$ cat config.mk
export PLATFORM = sky130hd
export DESIGN_NAME = display_scanner
export DESIGN_NICKNAME = d
export VERILOG_FILES = /design/src/rtl/display_scanner.sv
export SDC_FILE = /design/constraint.sdc
export NUM_CORES = 1
export LEC_CHECK = 0
export CORE_UTILIZATION = 30
export CTS_CLUSTER_DIAMETER = 60
export DETAILED_ROUTE_END_ITERATION = 6
export PLACE_DENSITY = 0.58
export SLEW_MARGIN = 20
export SYNTH_ARGS = -nofsm -noshare
export SYNTH_HDL_FRONTEND = slang
export SYNTH_SLANG_ARGS = --single-unit
$ cat constraint.sdc
create_clock -name inputClock -period 8.4 [get_ports inputClock]
set_input_delay 2.1 -clock inputClock [delete_from_list [all_inputs] [get_ports inputClock]]
set_output_delay 2.1 -clock inputClock [all_outputs]
set_load 0.02 [all_outputs]
$ cat src/rtl/display_scanner.sv
// Multiplexed 4-digit common-anode 7-segment scanner with a per-frame digit snapshot,
// inter-digit blanking, leading-zero suppression and a synchronised colon.
module display_scanner #(
  parameter logic [15:0] SCAN_DIV = 16'd50000,
  parameter int          DIV_SIZE = 16,
  parameter logic [15:0] BLANK    = 16'd2
) (
  input  logic       inputClock,
  input  logic       reset,
  input  logic [3:0] minUnits,
  input  logic [3:0] minTens,
  input  logic [3:0] hourUnits,
  input  logic [3:0] hourTens,
  input  logic       secondsPulse,
  input  logic       blankLeadingZero,
  output logic [6:0] segments,
  output logic [3:0] digitEnable,
  output logic       colon,
  output logic       frameStart
);

  localparam logic [DIV_SIZE-1:0] LAST_COUNT  = DIV_SIZE'(SCAN_DIV - 16'd1);
  localparam logic [DIV_SIZE-1:0] BLANK_COUNT = DIV_SIZE'(BLANK);

  // Active-low segment patterns, bit order {g,f,e,d,c,b,a}; anything above 9 shows 'E'.
  function automatic logic [6:0] decode(input logic [3:0] value);
    case (value)
      4'd0:    decode = 7'h40;
      4'd1:    decode = 7'h79;
      4'd2:    decode = 7'h24;
      4'd3:    decode = 7'h30;
      4'd4:    decode = 7'h19;
      4'd5:    decode = 7'h12;
      4'd6:    decode = 7'h02;
      4'd7:    decode = 7'h78;
      4'd8:    decode = 7'h00;
      4'd9:    decode = 7'h10;
      default: decode = 7'h06;
    endcase
  endfunction

  logic [DIV_SIZE-1:0] prescaler, prescaler_next;
  logic [1:0]          index, index_next;
  logic [15:0]         digit_s1, digit_s2, digit_s3;
  logic [15:0]         shadow, shadow_next;
  logic                sec_s1, sec_s2;
  logic                pending, pending_next;
  logic                wrap, frame_wrap, suppress;
  logic [3:0]          digit;
  logic [3:0]          enable_next;
  logic [6:0]          segments_next;

  always_comb begin
    // NOTE: every signal assigned here gets a default first, so no path can infer a latch.
    enable_next   = 4'hF;
    segments_next = 7'h7F;
    shadow_next   = shadow;
    pending_next  = pending;

    wrap           = (prescaler == LAST_COUNT);
    prescaler_next = wrap ? '0 : prescaler + 1'b1;
    index_next     = wrap ? index + 2'd1 : index;
    frame_wrap     = wrap && (index == 2'd3);

    // Accept a snapshot only when two consecutive synchronised samples agree.
    if (pending && (digit_s2 == digit_s3)) begin
      shadow_next  = digit_s2;
      pending_next = 1'b0;
    end
    if (frame_wrap) pending_next = 1'b1;

    digit    = shadow_next[{index_next, 2'b00} +: 4];
    suppress = blankLeadingZero && (index_next == 2'd3) && (shadow_next[15:12] == 4'd0);

    if (!(prescaler_next < BLANK_COUNT) && !suppress) begin
      enable_next   = ~(4'b0001 << index_next);
      segments_next = decode(digit);
    end
  end

  always_ff @(posedge inputClock or posedge reset) begin
    if (reset) begin
      prescaler   <= '0;
      index       <= 2'd0;
      // NOTE: synchroniser stages are reset too, so the first stability check after reset is deterministic.
      digit_s1    <= 16'h0000;
      digit_s2    <= 16'h0000;
      digit_s3    <= 16'h0000;
      sec_s1      <= 1'b0;
      sec_s2      <= 1'b0;
      shadow      <= 16'h0000;
      pending     <= 1'b1;
      segments    <= 7'h7F;
      digitEnable <= 4'hF;
      colon       <= 1'b1;
      frameStart  <= 1'b0;
    end else begin
      // NOTE: non-blocking assignments so every register samples pre-edge values.
      prescaler   <= prescaler_next;
      index       <= index_next;
      digit_s1    <= {hourTens, hourUnits, minTens, minUnits};
      digit_s2    <= digit_s1;
      digit_s3    <= digit_s2;
      sec_s1      <= secondsPulse;
      sec_s2      <= sec_s1;
      shadow      <= shadow_next;
      pending     <= pending_next;
      segments    <= segments_next;
      digitEnable <= enable_next;
      colon       <= ~sec_s2;
      frameStart  <= frame_wrap;
    end
  end

endmodule
Yosys cells after proc, flatten, opt, wreduce, memory -nomap -nowiden
Memories as Yosys holds them, arrays and structs flattened. Cells that the tools add are included.

Register bits: 98. Bits in latches: 0. Bits in writable memories: 0. ROM bits: 112. Bits of input ports: 20. Output and inout bits: 13. Logic and storage cells: 41. Memories: 1.

$add $sub $neg: 2. Multiply operators: 0. Div/mod/pow operators: 0. Order comparisons: 1. Eq/ne operators: 4. Shift-type cells: 2. Mux-type cells: 7. Bitwise gates (word level): 2. Reductions and logical operators: 9.

Memory list: (no name shown) (words 16, width 7, read ports 1, clocked after Yosys merged registers in 0, write ports 0, RTL line 27) `case (value)`.

Operator list (count): $mux 16 (2); $add 16x1->16 const B (1); $eq 16x16->1 (1); $eq 16x16->1 const B (1); $lt 16x2->1 const B (1); $shiftx 16x5->4 (1); $mux 7 (1); $logic_and 1x1->1 (5); $eq 2x2->1 const B (2); $logic_not 4->1 (1); $mux 4 (1); $not 4->4 (1); $shl 1x2->4 const A (1); $add 2x1->2 const B (1); $logic_not 1->1 (2); $mux 1 (2); $mux 2 (1); $reduce_bool 2->1 (1); $not 1->1 (1).

Logic depth before layout (Yosys ltp)
Gate-level depths: netlist of run 1.

Word-level depth: 8. Depth in mapped cells: 13. Gate-level depth less buffers: 13.

Worst setup path before layout of run 1
No wires, ideal clock.

Kind: input -> register. From: input prescaler[0]. To: register segments[5]. Setup time: 0.074 ns. Data arrival time: 3.081 ns. Data required time: 8.326 ns. Path slack: 5.244 ns. Cell stages on the path: 13. Path buffers: 1. Cell sequence: dfrtp_1 ha_1 nand3_2 nor3_4 and2_2 buf_2 mux4_2 or2_2 o41ai_4 inv_1 ha_1 mux2_1 o21ai_1.

Word-level cells in the longest chain between the ends: 8. Elaborated cells on any way between the ends: 14. Those cells by class: 1 x add/sub; 1 x order compare; 2 x eq/ne; 1 x shift; 3 x mux; 5 x reduce/logical; 1 x memory.

RTL lines: start: declaration (RTL line 42) `logic [DIV_SIZE-1:0] prescaler, prescaler_next;`; parallel branches: the longest is 7 deep, another holds $add 16x1->16; $mux 7 * (RTL line 75) `if (!(prescaler_next < BLANK_COUNT) && !suppress) begin`; via segments_next[5] (RTL line 51) `logic [6:0] segments_next;`; end signal: assignment (RTL line 108) `segments <= segments_next;`; end: declaration (RTL line 16) `output logic [6:0] segments,`.

Mark *: on every way through the listed nets, which the timed path passes. A chain may end at the register's enable or synchronous reset.

Worst setup path after layout of run 1
From: input prescaler[0]. To: register segments[0].

Word-level cells in the longest chain between the ends: 8. Elaborated cells on any way between the ends: 14. Those cells by class: 1 x add/sub; 1 x order compare; 2 x eq/ne; 1 x shift; 3 x mux; 5 x reduce/logical; 1 x memory.

RTL lines: $eq 16x16->1 * (RTL line 60) `wrap = (prescaler == LAST_COUNT);`; $mux 2 * (RTL line 62) `index_next = wrap ? index + 2'd1 : index;`; via index_next[0] (RTL line 43) `logic [1:0] index, index_next;`; parallel branches: the longest is 5 deep, another holds $mem_v2 16x7; $mux 7 * (RTL line 75); via segments_next[0] (RTL line 51).

Marked as above.

==> out/summary.md, run 1 <==
Along the worst hold path, the cell count comes to 0. In this run, synthesis produced a sequential element count of 98. Setup repair after global routing left no endpoint under its margin. The later pin in the worst-skew pair is clocked with a latency of 0.34 ns.

For this run, the total global-route usage over all layers was measured as 11.74%. Summed over all layers, the global routing overflow is 0. TritonCTS built the clock tree. Of all nets on the critical path, the largest fanout is 13.

In this run the standard cell core region covers 13190 um^2. For this run, the top clock speed supported by timing is 278.2 MHz. For this run, the number of Yosys warnings is 0. The number of H-tree levels was 3; the normalized max-slew margin was 44.17%.

Before CTS, the worst setup slack after placement is 4.726 ns. The tools report the post-layout net count as 389. Data arrives at the worst endpoint at 3.82 ns. On the worst path, the slowest cell contributes a delay of 0.42 ns. The critical path goes through ha_1 -> nand3_2 -> nor3_4 -> and2_2 -> xnor2_1 -> clkinv_1 -> o32a_1 -> a31oi_1 -> inv_1 -> ha_1 -> mux2i_1 -> o21ai_1. Reg-to-reg endpoint: segments[0].

The layout cell share with drive strength beyond 1 is 14.17%, and the worst reg-to-reg path cell count is 12. TritonCTS created 9 clock buffers. Dividing total power by cell area gives a power density of 192.9 nW/um^2. The post-route clock period utilization was 42.80%.

The first global-routing pass estimated 12830 um of wire. Each instance of the synthesized netlist takes up on average 12.39 um^2. Setup violations remaining at the end of the flow were counted as 0. The number of different library cells used by synthesis comes to 56.

Leaving out fill and tap cells, the most frequent cell in the layout is sky130_fd_sc_hd__dfrtp_1. The floorplan step defined a die boundary enclosing 13980 um^2. The highest ir drop seen on vdd came out at 94.78 uV. The critical path contains buffers and inverters numbering 2 combined.

The clock arrives with 0.007083 ns of skew. Entering global routing, the biggest net connects 52 pins. Actual transition at the worst max-transition pin: 0.8355 ns. CTS placed an instance of sky130_fd_sc_hd__clkbuf_16 at the clock tree root.

The library cells used most frequently in the layout, excluding fill and tap cells, are 85 x sky130_fd_sc_hd__dfrtp_1, 55 x sky130_fd_sc_hd__nand2_1, 32 x sky130_fd_sc_hd__clkdlybuf4s50_1. The kind of cell with the highest combined delay along the critical path is simple AND/OR/NAND/NOR gates. Diode insertion count for antenna repair: 0. The worst setup path is captured at a flop. The logs give 0 ns for the setup TNS after final layout and 4053 um^2 for the synthesized cell area. For the number of antenna violations at the first check in global routing, the log shows 0. The final routed DRC violation total was 0; the post-layout minimum cycle time was 3.595 ns. The kind of launch point of the worst setup path is a flop.

The count of filler cells inserted in the layout is 1289. The worst hold path terminates at digit_s2[0]. The layout-stage area growth over the synthesis result was 20.41%. The data required time at the worst endpoint is 8.62 ns. The tools report the total length of routed wires as 7393 um.

The quantity of gates resized following cts is 0, and the CTS clock-pin slew for the worst setup and hold paths is 0.07 ns. Count of flip-flops with a built-in enable after synthesis: 0. Dominant synthesized flop cell: sky130_fd_sc_hd__dfrtp_1.

No sink is reached through more buffers than the 2 on the longest clock path. After detailed routing, the number of vias per cell comes to 4.565. Once the floorplan was initialized, standard cells occupied 30.72% of the core.

Row generation in the floorplan step produced 42 rows. Summing over every cut layer, the via total after detailed routing is 2479. The tools report the number of nets produced by synthesis as 354. For this block, the initial DRC count from the detailed router was 125.

The post-DP HPWL was 5189 um. The worst setup margin was 4.805 ns. The completed layout was analyzed and its total power is 941.4 uW. The startpoint of the worst setup timing path is prescaler[0]. Once detail routing completed, the nets flagged for antenna violations numbered 0. Number of sinks driven by the clock tree: 98.

The number of buffers inserted for hold repair after clock tree synthesis is 0, and the via count of the first global-routing pass is 2543. Max-cap violations in this run came to 0. Pin placement for this block handled 33 I/O pins.

The share of synthesized flip-flops with an asynchronous set or reset works out to 100.0%. For this design, the slowest cell found on the critical path is sky130_fd_sc_hd__dfrtp_1. The logs give 36.99% for the final core utilization and 527 for the cell total after placement. The global placer's final weighted congestion was 0.8177; the final non-filler cell total was 543. The analysis attributes to cell leakage a power of 2.089 nW. Gate count after technology mapping: 327. The run gives 0 as the final number of hold-violating endpoints. The critical path is of the reg2reg type. The tools report the max-slew violation total from the final report as 0. From left edge to right edge, the die measures 118.2 um.

The flow ran to the end, and the final reports show no timing, DRC or antenna violations. Dividing the detail-routed wire length by the instance count gives 13.62 um. The most numerous cell type found on the critical path is sky130_fd_sc_hd__ha_1.

The origin of the critical flop-to-flop path was prescaler[0]. In this run the register-to-register setup slack is 4.80 ns. The number of post-CTS setup repair buffers is 0.

The startpoint of the tightest hold check path is digit_s1[0]. In this run the vertical extent of the chip is 118.2 um. The path class of the tightest hold or removal check is reg2reg. For this run, the detailed router's first-pass iteration total came to 4. The tools report the sequential element share of the synthesized area as 60.91%. The count of port buffers added during placement works out to 32.
==> through the flow <==
step | hold slack [ns] | cell area (um^2)
2_1_floorplan | 0.3312 | 4053
3_3_place_gp | 0.3327 | 4567
3_5_place_dp | 0.3347 | 4567
4_1_cts | 0.3468 | 4880
5_1_grt | 0.3531 | 4880
6_report | 0.3487 | 4880
==> routing by layer <==
metal  global-route usage, %  share of wire (%)  up-vias
met5                       0                  0        -
met4                   3.766                1.3        0
met3                   3.475                4.7       12
met2                   18.49                 48       48
met1                   15.47                 46     1226
li1                        -                  -     1193
==> synthesized netlist by cell type (2+ instances only) <==
master,count,area share (%)
sky130_fd_sc_hd__mux2i_1,10,2.5
sky130_fd_sc_hd__xnor2_1,22,4.8
sky130_fd_sc_hd__a21oi_1,3,0.37
sky130_fd_sc_hd__o31ai_1,2,0.37
sky130_fd_sc_hd__o21bai_1,2,0.37
sky130_fd_sc_hd__buf_2,2,0.25
sky130_fd_sc_hd__nor3_1,3,0.37
sky130_fd_sc_hd__o21ai_1,5,0.62
sky130_fd_sc_hd__and3_1,2,0.31
sky130_fd_sc_hd__inv_1,11,1.0
sky130_fd_sc_hd__nand3_1,10,1.2
sky130_fd_sc_hd__o21ai_0,4,0.49
sky130_fd_sc_hd__nor2_1,15,1.4
sky130_fd_sc_hd__clkbuf_1,7,0.65
sky130_fd_sc_hd__dfrtp_1,85,52
sky130_fd_sc_hd__a31oi_1,4,0.62
sky130_fd_sc_hd__nand3b_1,2,0.37
sky130_fd_sc_hd__xor2_1,9,1.9
sky130_fd_sc_hd__ha_1,7,2.2
sky130_fd_sc_hd__nand2_1,55,5.1
sky130_fd_sc_hd__and2_1,4,0.62
sky130_fd_sc_hd__a32oi_1,2,0.43
sky130_fd_sc_hd__mux4_2,6,3.3
sky130_fd_sc_hd__nor4_1,3,0.46
sky130_fd_sc_hd__nand4_1,8,1.2
sky130_fd_sc_hd__mux2_1,2,0.56
sky130_fd_sc_hd__dfstp_2,13,8.4
==> flip-flops by register name, indices dropped and copies added (netlist names) <==
signal       cells
colon            1
digit_s3        16
index            2
frameStart       1
shadow          16
prescaler       16
sec_s1           1
sec_s2           1
digitEnable      4
digit_s1        16
digit_s2        16
segments         7
pending          1
==> report_power, final <==
part	switching, mW	internal [mW]	total, mW
logic	0.0137	0.0144	0.0281
registers	0.00844	0.485	0.493
clock network	0.172	0.248	0.420
==> kinds of logic (layout without fill, tap and decap cells) <==
kind of cell	after synthesis	after routing	synth area share, %
and+or+nand+nor	116	116	14.42
DFF	98	98	60.91
AOI/OAI and AO/OA	32	32	6.082
xor gates and xnor gates	31	31	6.700
buffers and inverters	22	62	2.161
muxes	21	21	7.564
adders and majority gates	7	7	2.161
==> worst max path at each step <==
stage                               to  slack, ns  cells after the start
after global routing       segments[0]       4.46                     12
after global placement        index[0]       4.75                      3
after floorplan            digit_s1[0]       3.76                      1
final                      segments[0]       4.80                     12
after detailed placement  prescaler[9]       4.73                      3
after CTS                  segments[0]       4.79                     12
==> worst register-to-register path, stage by stage (launching register included) <==
cell and delay, ns:
sky130_fd_sc_hd__dfrtp_1 0.42, sky130_fd_sc_hd__ha_1 0.26, sky130_fd_sc_hd__nand3_2 0.18, sky130_fd_sc_hd__nor3_4 0.31, sky130_fd_sc_hd__and2_2 0.43, sky130_fd_sc_hd__xnor2_1 0.22
sky130_fd_sc_hd__clkinv_1 0.29, sky130_fd_sc_hd__o32a_1 0.39, sky130_fd_sc_hd__a31oi_1 0.38, sky130_fd_sc_hd__inv_1 0.14, sky130_fd_sc_hd__ha_1 0.24, sky130_fd_sc_hd__mux2i_1 0.14
sky130_fd_sc_hd__o21ai_1 0.08
==> cell type report <==
| cell class | count | area, um^2 | area share [%] |
|---|---|---|---|
| Clock inverter | 5 | 60.06 | 1.231 |
| Timing Repair Buffer | 33 | 327.8 | 6.718 |
| Tap cell | 176 | 220.2 | 4.513 |
| Inverter | 13 | 53.80 | 1.103 |
| Clock buffer | 11 | 252.7 | 5.179 |
| Multi-Input combinational cell | 207 | 1496 | 30.67 |
| Sequential cell | 98 | 2469 | 50.59 |
Note: power is estimated with default switching activity, not from simulation.
==> run 2, diff against run 1 <==
==> constraint.sdc (replaced) <==
create_clock -name inputClock -period 3.33 [get_ports inputClock]
set_input_delay 0.8325 -clock inputClock [delete_from_list [all_inputs] [get_ports inputClock]]
set_output_delay 0.8325 -clock inputClock [all_outputs]
set_load 0.02 [all_outputs]
==> out/summary.md, run 2 (same netlist as run 1, synthesis figures left out) <==
For the post-layout net count, the log shows 401 (+3.1%). The startpoint identified for the worst register-to-register timing path is prescaler[0]. The number of buffers inserted for hold repair after clock tree synthesis is 0 (unchanged). The final routed DRC violation total was 0 (unchanged); the average detailed-routed wire length per instance was 13.36 um (-1.9%).

The post-layout minimum cycle time works out to 3.071 ns (-0.5241 ns). The tools report the starting DRC count in detailed routing as 148 (+18%). The startpoint of the worst setup timing path was prescaler[0]. The root buffer cell is sky130_fd_sc_hd__clkbuf_16. The global placer's final weighted congestion was 0.8304 (+1.6%). The post-route clock period utilization is 92.23% (+49 points). The largest fanout on the critical path works out to 6 (-7).

The switching power total was 495.7 uW (+160%); the later-pin clock latency in the skew report was 0.35 ns (about the same). For the max capacitance violation total, the log shows 0 (unchanged). The kind of cell with the highest combined delay along the critical path is simple AND/OR/NAND/NOR gates. The run gives 337.9 uV (+260%) as the highest ir drop seen on vdd. The tools report the endpoint arrival time on the critical path as 3.35 ns (-0.47 ns). For the maximum number of pins on one net before global-route repair, the log shows 99 (+90%). The critical path is of the reg2reg type. Total length of routed wires: 7413 um (+0.27%). The flow ran to the end, and the final reports show no timing, DRC or antenna violations. Reg-to-reg endpoint: segments[5].

The number of antenna violations at the first check in global routing was 0 (unchanged). Part of the power in registers: 51.0% (-1.4 points). Detailed-routing iteration count for the pre-antenna-repair pass: 4 (unchanged).

The worst hold path belongs to the class reg2reg. The tools report the kind of launch point of the worst setup path as a flop. The tools report the total vias in the final route as 2508 (+1.2%). Layout cell share with drive strength beyond 1: 16.89% (+2.7 points). The post-DP HPWL was 5152 um (-0.72%); the diode insertion count for antenna repair was 0 (unchanged).

For the final number of hold-violating endpoints, the log shows 0 (unchanged). Setup repair after global routing left no endpoint under its margin. Leaving out fill and tap cells, the most frequent cell in the layout is sky130_fd_sc_hd__dfrtp_1. The logs give 0 (unchanged) for the total setup violations reported at the end of the flow and 64.98% (+21 points) for the normalized max-slew margin. The data required time at the worst endpoint was 3.61 ns (-5.01 ns); the die footprint was 13980 um^2 (unchanged).

The number of standard-cell rows in the floorplan is 42 (unchanged), and the core outline area is 13190 um^2 (unchanged). For this design, the slowest cell found on the critical path is sky130_fd_sc_hd__mux4_2. The tools report the fraction of power consumed by combinational cells as 3.0% (about the same).

The CTS clock-pin slew for the worst setup and hold paths is 0.07 ns (about the same). The effective utilization at floorplan came out at 30.72% (unchanged). The clock buffer count from CTS was 9 (unchanged); the number of vias per cell was 4.519 (-1.0%). The number of post-CTS setup repair buffers is 0 (unchanged), and the worst reg-to-reg path cell count is 11 (-1). The number of H-tree levels is 3 (unchanged), and the internal power contribution is 1.946 mW (+160%).

The total buffers and inverters traversed by the critical path was 1 (-1). The logs give 11.82% (+0.077 points) for the overall routing resource usage and 0 (unchanged) for the quantity of gates resized following cts. The tools report the final setup skew as 0.007664 ns (+0.0005812 ns). The power density over the cells was 487.6 nW/um^2 (+150%).

The most critical setup path has its endpoint at segments[5]. The number of sinks driven by the clock tree is 98 (unchanged), and the net switching share of the total power is 20.30% (-0.33 points). The portion of total power attributed to the clock network came out at 46.0% (+1.4 points).

Traced cell by cell, the critical path runs through ha_1 -> nand3_2 -> nor3_4 -> and2_4 -> mux4_2 -> or2_2 -> o41ai_4 -> inv_1 -> ha_1 -> mux2_1 -> o21ai_1. The critical path's most frequent cell was sky130_fd_sc_hd__ha_1. Setup TNS after final layout: 0 ns (unchanged). The tools report the element type at the critical path end as a flop. The final antenna-violating net count was 0 (unchanged); the count of filler cells inserted in the layout was 1271 (-1.4%).

The number of top-level pins was 33 (unchanged); the final core utilization was 37.96% (+0.97 points). The die height works out to 118.2 um (unchanged). The via count of the first global-routing pass is 2591 (+1.9%). The global-route wire length before repair is 12920 um (+0.69%). The number of buffers on the longest clock path was 2 (unchanged); the layout-stage area growth over the synthesis result was 23.56%. The count of port buffers added during placement came out at 32 (unchanged). For the leakage component of the power, the log shows 2.155 nW (+3.2%). The logic depth of the worst setup path including buffers works out to 11 (-1). The max-slew violation total from the final report is 0 (unchanged). The delay contributed by the slowest stage of the critical path was 0.50 ns (+0.08 ns).

The fmax was 325.6 MHz (+17%); the horizontal die dimension was 118.2 um (unchanged). The tools report the worst-case register-to-register setup slack as 0.26 ns (-4.55 ns). The sum of overflow across all layers after global routing was 0 (unchanged).

TritonCTS built the clock tree. The actual transition at the worst max-transition pin came out at 0.5212 ns (-0.3143 ns). In the layout the commonest cells are 85 x sky130_fd_sc_hd__dfrtp_1, 55 x sky130_fd_sc_hd__nand2_1, 32 x sky130_fd_sc_hd__clkdlybuf4s50_1.
run 2: metrics by stage:
| step | hold WS [ns] | cells | setup slack (ns) | area, um^2 | total power, mW |
|---|---|---|---|---|---|
| 2_1_floorplan | 0.3312 | 327 | 0.1743 | 4056 | 1.298 |
| 3_3_place_gp | 0.3317 | 539 | 0.2571 | 4671 | 1.341 |
| 3_5_place_dp | 0.3347 | 539 | 0.1958 | 4671 | 1.343 |
| 4_1_cts | 0.3491 | 555 | 0.1745 | 5000 | 2.484 |
| 5_1_grt | 0.3525 | 555 | 0.03891 | 5007 | 2.537 |
| 6_report | 0.3485 | 555 | 0.2589 | 5007 | 2.442 |
run 2: per-layer routing:
metal / wire length (um) / vias to the layer above / track usage [%]
li1: - / 1210 / -
met1: 3576 / 1250 / 15.49
met2: 3457 / 40 / 18.64
met3: 266 / 8 / 3.282
met4: 112 / 0 / 4.327
met5: 0 / - / 0
run 2: how the worst min path moves through the flow:
stage                            start      endpoint  slack (ns)  cells past startpoint
after floorplan            digit_s1[0]   digit_s2[0]        0.33                      0
after detailed placement  digit_s1[11]  digit_s2[11]        0.33                      0
after global placement     digit_s1[3]   digit_s2[3]        0.33                      0
final                      digit_s1[0]   digit_s2[0]        0.35                      0
after CTS                 digit_s1[11]  digit_s2[11]        0.35                      0
after global routing      digit_s1[11]  digit_s2[11]        0.35                      0
run 2: final cells by class:
class	instances	area [um^2]	area share, %
clock buffers	11	242.7	4.848
clock inverters	5	86.33	1.724
inverters	13	55.05	1.099
multi-input cells	207	1504	30.03
flip-flops and latches	98	2469	49.30
well taps	176	220.2	4.398
repair buffers	45	430.4	8.596
run 2: power by group through the flow:
stage	combinational [mW]	sequential [mW]	clock [mW]
finish	0.0727	1.25	1.12
detailed placement	0.0756	1.27	0
global placement	0.0749	1.27	0
global route	0.0821	1.25	1.21
floorplan	0.0380	1.26	0
CTS	0.0758	1.25	1.16
==> run 3, diff against run 2 <==
--- a/config.mk
+++ b/config.mk
@@ -5,10 +5,9 @@
 export SDC_FILE = /design/constraint.sdc
 export NUM_CORES = 1
 export LEC_CHECK = 0
-export CORE_UTILIZATION = 30
-export CTS_CLUSTER_DIAMETER = 60
+export CORE_UTILIZATION = 39
 export DETAILED_ROUTE_END_ITERATION = 6
-export PLACE_DENSITY = 0.58
+export PLACE_DENSITY = 0.68
 export SLEW_MARGIN = 20
 export SYNTH_ARGS = -nofsm -noshare
 export SYNTH_HDL_FRONTEND = slang
==> out/summary.md, run 3 (same netlist as run 1, synthesis figures left out) <==
The run finished with clean final reports. The number of top-level pins is 33 (unchanged), and the post-route clock period utilization is 95.11% (+2.9 points). For the final antenna-violating net count, the log shows 0 (unchanged). The tools report the final non-filler cell total as 514 (-7.4%). The number of buffers inserted for hold repair after clock tree synthesis is 0 (unchanged), and the final core utilization is 48.94% (+11 points). The number of sinks driven by the clock tree is 98 (unchanged).

The run gives 4 (unchanged) as the detailed-routing iteration count for the pre-antenna-repair pass. The count of filler cells inserted in the layout came out at 901 (-29%). The die footprint was 10800 um^2 (-23%). For the total length of routed wires, the log shows 7123 um (-3.9%). The number of antenna violations at the first check in global routing is 0 (unchanged).

The largest individual stage delay along the critical path comes from the cell sky130_fd_sc_hd__mux4_2. The power density over the cells came out at 440.0 nW/um^2 (-9.8%). The CTS clock-pin slew for the worst setup and hold paths was 0.10 ns (+0.03 ns).

The later-pin clock latency in the skew report is 0.36 ns (about the same), and the overall routing resource usage is 14.49% (+2.7 points). For the diode insertion count for antenna repair, the log shows 0 (unchanged). The signal on the critical path passes through or3_4 -> nor3_4 -> and2_4 -> mux4_2 -> or2_2 -> o41ai_4 -> inv_1 -> ha_1 -> mux2_1 -> o21ai_1.

The tools report the worst-case register-to-register setup slack as 0.16 ns (-0.10 ns). The category of the critical setup timing path is reg2reg. The highest ir drop seen on vdd was 225.1 uV (-33%). In this run the critical register-to-register path is captured at segments[5]. The max-slew violation total from the final report is 0 (unchanged). The worst hold path begins at digit_s1[1].

The final number of hold-violating endpoints is 0 (unchanged), and the layout cell share with drive strength beyond 1 is 17.59% (+0.70 points). The tools report the setup TNS after final layout as 0 ns (unchanged). The run gives 101 (-32%) as the starting DRC count in detailed routing. The element type at the critical path end was a flop.

Total vias in the final route: 2528 (+0.80%). The path class of the lowest-slack min-delay path was reg2reg. The maximum number of pins on one net before global-route repair was 44 (-56%); the worst reg-to-reg path cell count was 10 (-1).

In this run the clock root is driven by a sky130_fd_sc_hd__clkbuf_8. The logs give 9 (unchanged) for the clock buffer count from CTS and 49.36% (-16 points) for the normalized max-slew margin. The die height is 103.9 um (-12%). The run gives 3 (unchanged) as the number of H-tree levels. The number of vias per cell is 4.918 (+8.8%), and the global placer's final weighted congestion is 0.8052 (-3.0%). The tools report the data required time at the worst endpoint as 3.62 ns (about the same).

The fmax came out at 315.7 MHz (-3.0%). The most frequent standard cell in the layout excluding fill and tap cells is sky130_fd_sc_hd__dfrtp_1. The post-layout minimum cycle time was 3.167 ns (+0.09608 ns); the sum of overflow across all layers after global routing was 0 (unchanged).

The run gives 2 (unchanged) as the number of buffers on the longest clock path. For the total setup violations reported at the end of the flow, the log shows 0 (unchanged). The worst hold path stage count is 0 (unchanged). The average detailed-routed wire length per instance was 13.86 um (+3.8%); the layout-stage area growth over the synthesis result was 19.67%. The number of standard-cell rows in the floorplan was 36 (-14%). The tools report the post-layout net count as 403 (+0.50%).

The largest fanout on the critical path works out to 6 (unchanged). In this run the critical register-to-register path is launched from prescaler[10]. The horizontal die dimension is 103.9 um (-12%), and the via count of the first global-routing pass is 2465 (-4.9%). The effective utilization at floorplan is 40.90% (+10 points). The max capacitance violation total came out at 0 (unchanged).

The kind of launch point of the worst setup path was a flop. The final routed DRC violation total was 0 (unchanged). The post-DP HPWL was 5164 um (+0.24%); the delay contributed by the slowest stage of the critical path was 0.49 ns (about the same). Leaving out fill and tap cells, the most frequent cells in the layout are 85 x sky130_fd_sc_hd__dfrtp_1, 55 x sky130_fd_sc_hd__nand2_1, 32 x sky130_fd_sc_hd__clkdlybuf4s50_1. The endpoint arrival time on the critical path is 3.46 ns (+0.11 ns), and the leakage component of the power is 2.118 nW (-1.7%). Actual transition at the worst max-transition pin: 0.7597 ns (+0.2384 ns).

The final setup skew was 0.01171 ns (+0.004042 ns); the core outline area was 9910 um^2 (-25%). The worst hold path terminates at digit_s2[1]. The cell total after placement was 497 (-7.8%); the global-route wire length before repair was 12320 um (-4.6%). TritonCTS built the clock tree. The count of port buffers added during placement works out to 32 (unchanged).
-- run 3: how the worst max path moves through the flow --
stage / startpoint / end / slack, ns
after floorplan: prescaler[0] / segments[5] / 0.17
after global placement: prescaler[10] / segments[5] / 0.24
after detailed placement: prescaler[10] / segments[5] / 0.13
after CTS: prescaler[10] / segments[5] / 0.10
after global routing: prescaler[10] / segments[5] / -0.002
final: prescaler[10] / segments[5] / 0.16
-- run 3: through the flow --
step / power, mW / hold WS (ns) / instance area (um^2) / setup slack (ns)
CTS: 2.162 / 0.3475 / 4841 / 0.1026
floorplan: 1.298 / 0.3312 / 4056 / 0.1743
finish: 2.134 / 0.3457 / 4850 / 0.1628
global placement: 1.341 / 0.3329 / 4624 / 0.2404
detailed placement: 1.344 / 0.3347 / 4624 / 0.1313
global route: 2.216 / 0.3554 / 4850 / -0.002225
-- run 3: worst max-delay path, delay by kind of cell (launching register included) --
family / cells / cell delay, ns
fa+ha+maj: 1 / 0.22
compound gates: 2 / 0.22
mux: 2 / 0.78
simple gates: 4 / 1.27
buf+inv: 1 / 0.15
flops: 1 / 0.45
-- run 3: routing by layer --
layer | vias up | share of wire (%) | global-route usage [%]
met1 | 1250 | 49 | 20.84
met2 | 53 | 46 | 21.52
li1 | 1215 | - | -
met4 | 0 | 1.8 | 5.816
met3 | 10 | 3.8 | 2.882
met5 | - | 0 | 0
-- run 3: power breakdown --
group	internal [mW]	switching (mW)	leakage [nW]
clock	0.385	0.432	0.111
combinational	0.0394	0.0341	0.815
sequential	1.22	0.0223	1.19
-- run 3: timing repair --
item	4_1_cts	5_1_grt
buffers inserted	0	1
endpoints found under the setup margin	0	6
gates resized for setup	0	2
-- run 3: area by class of cell --
type | instances | area [um^2] | area share, %
Clock inverter | 6 | 78.83 | 1.625
Clock buffer | 10 | 137.6 | 2.838
Tap cell | 133 | 166.4 | 3.431
Inverter | 13 | 55.05 | 1.135
Multi-Input combinational cell | 207 | 1498 | 30.88
Timing Repair Buffer | 47 | 445.4 | 9.185
Sequential cell | 98 | 2469 | 50.90
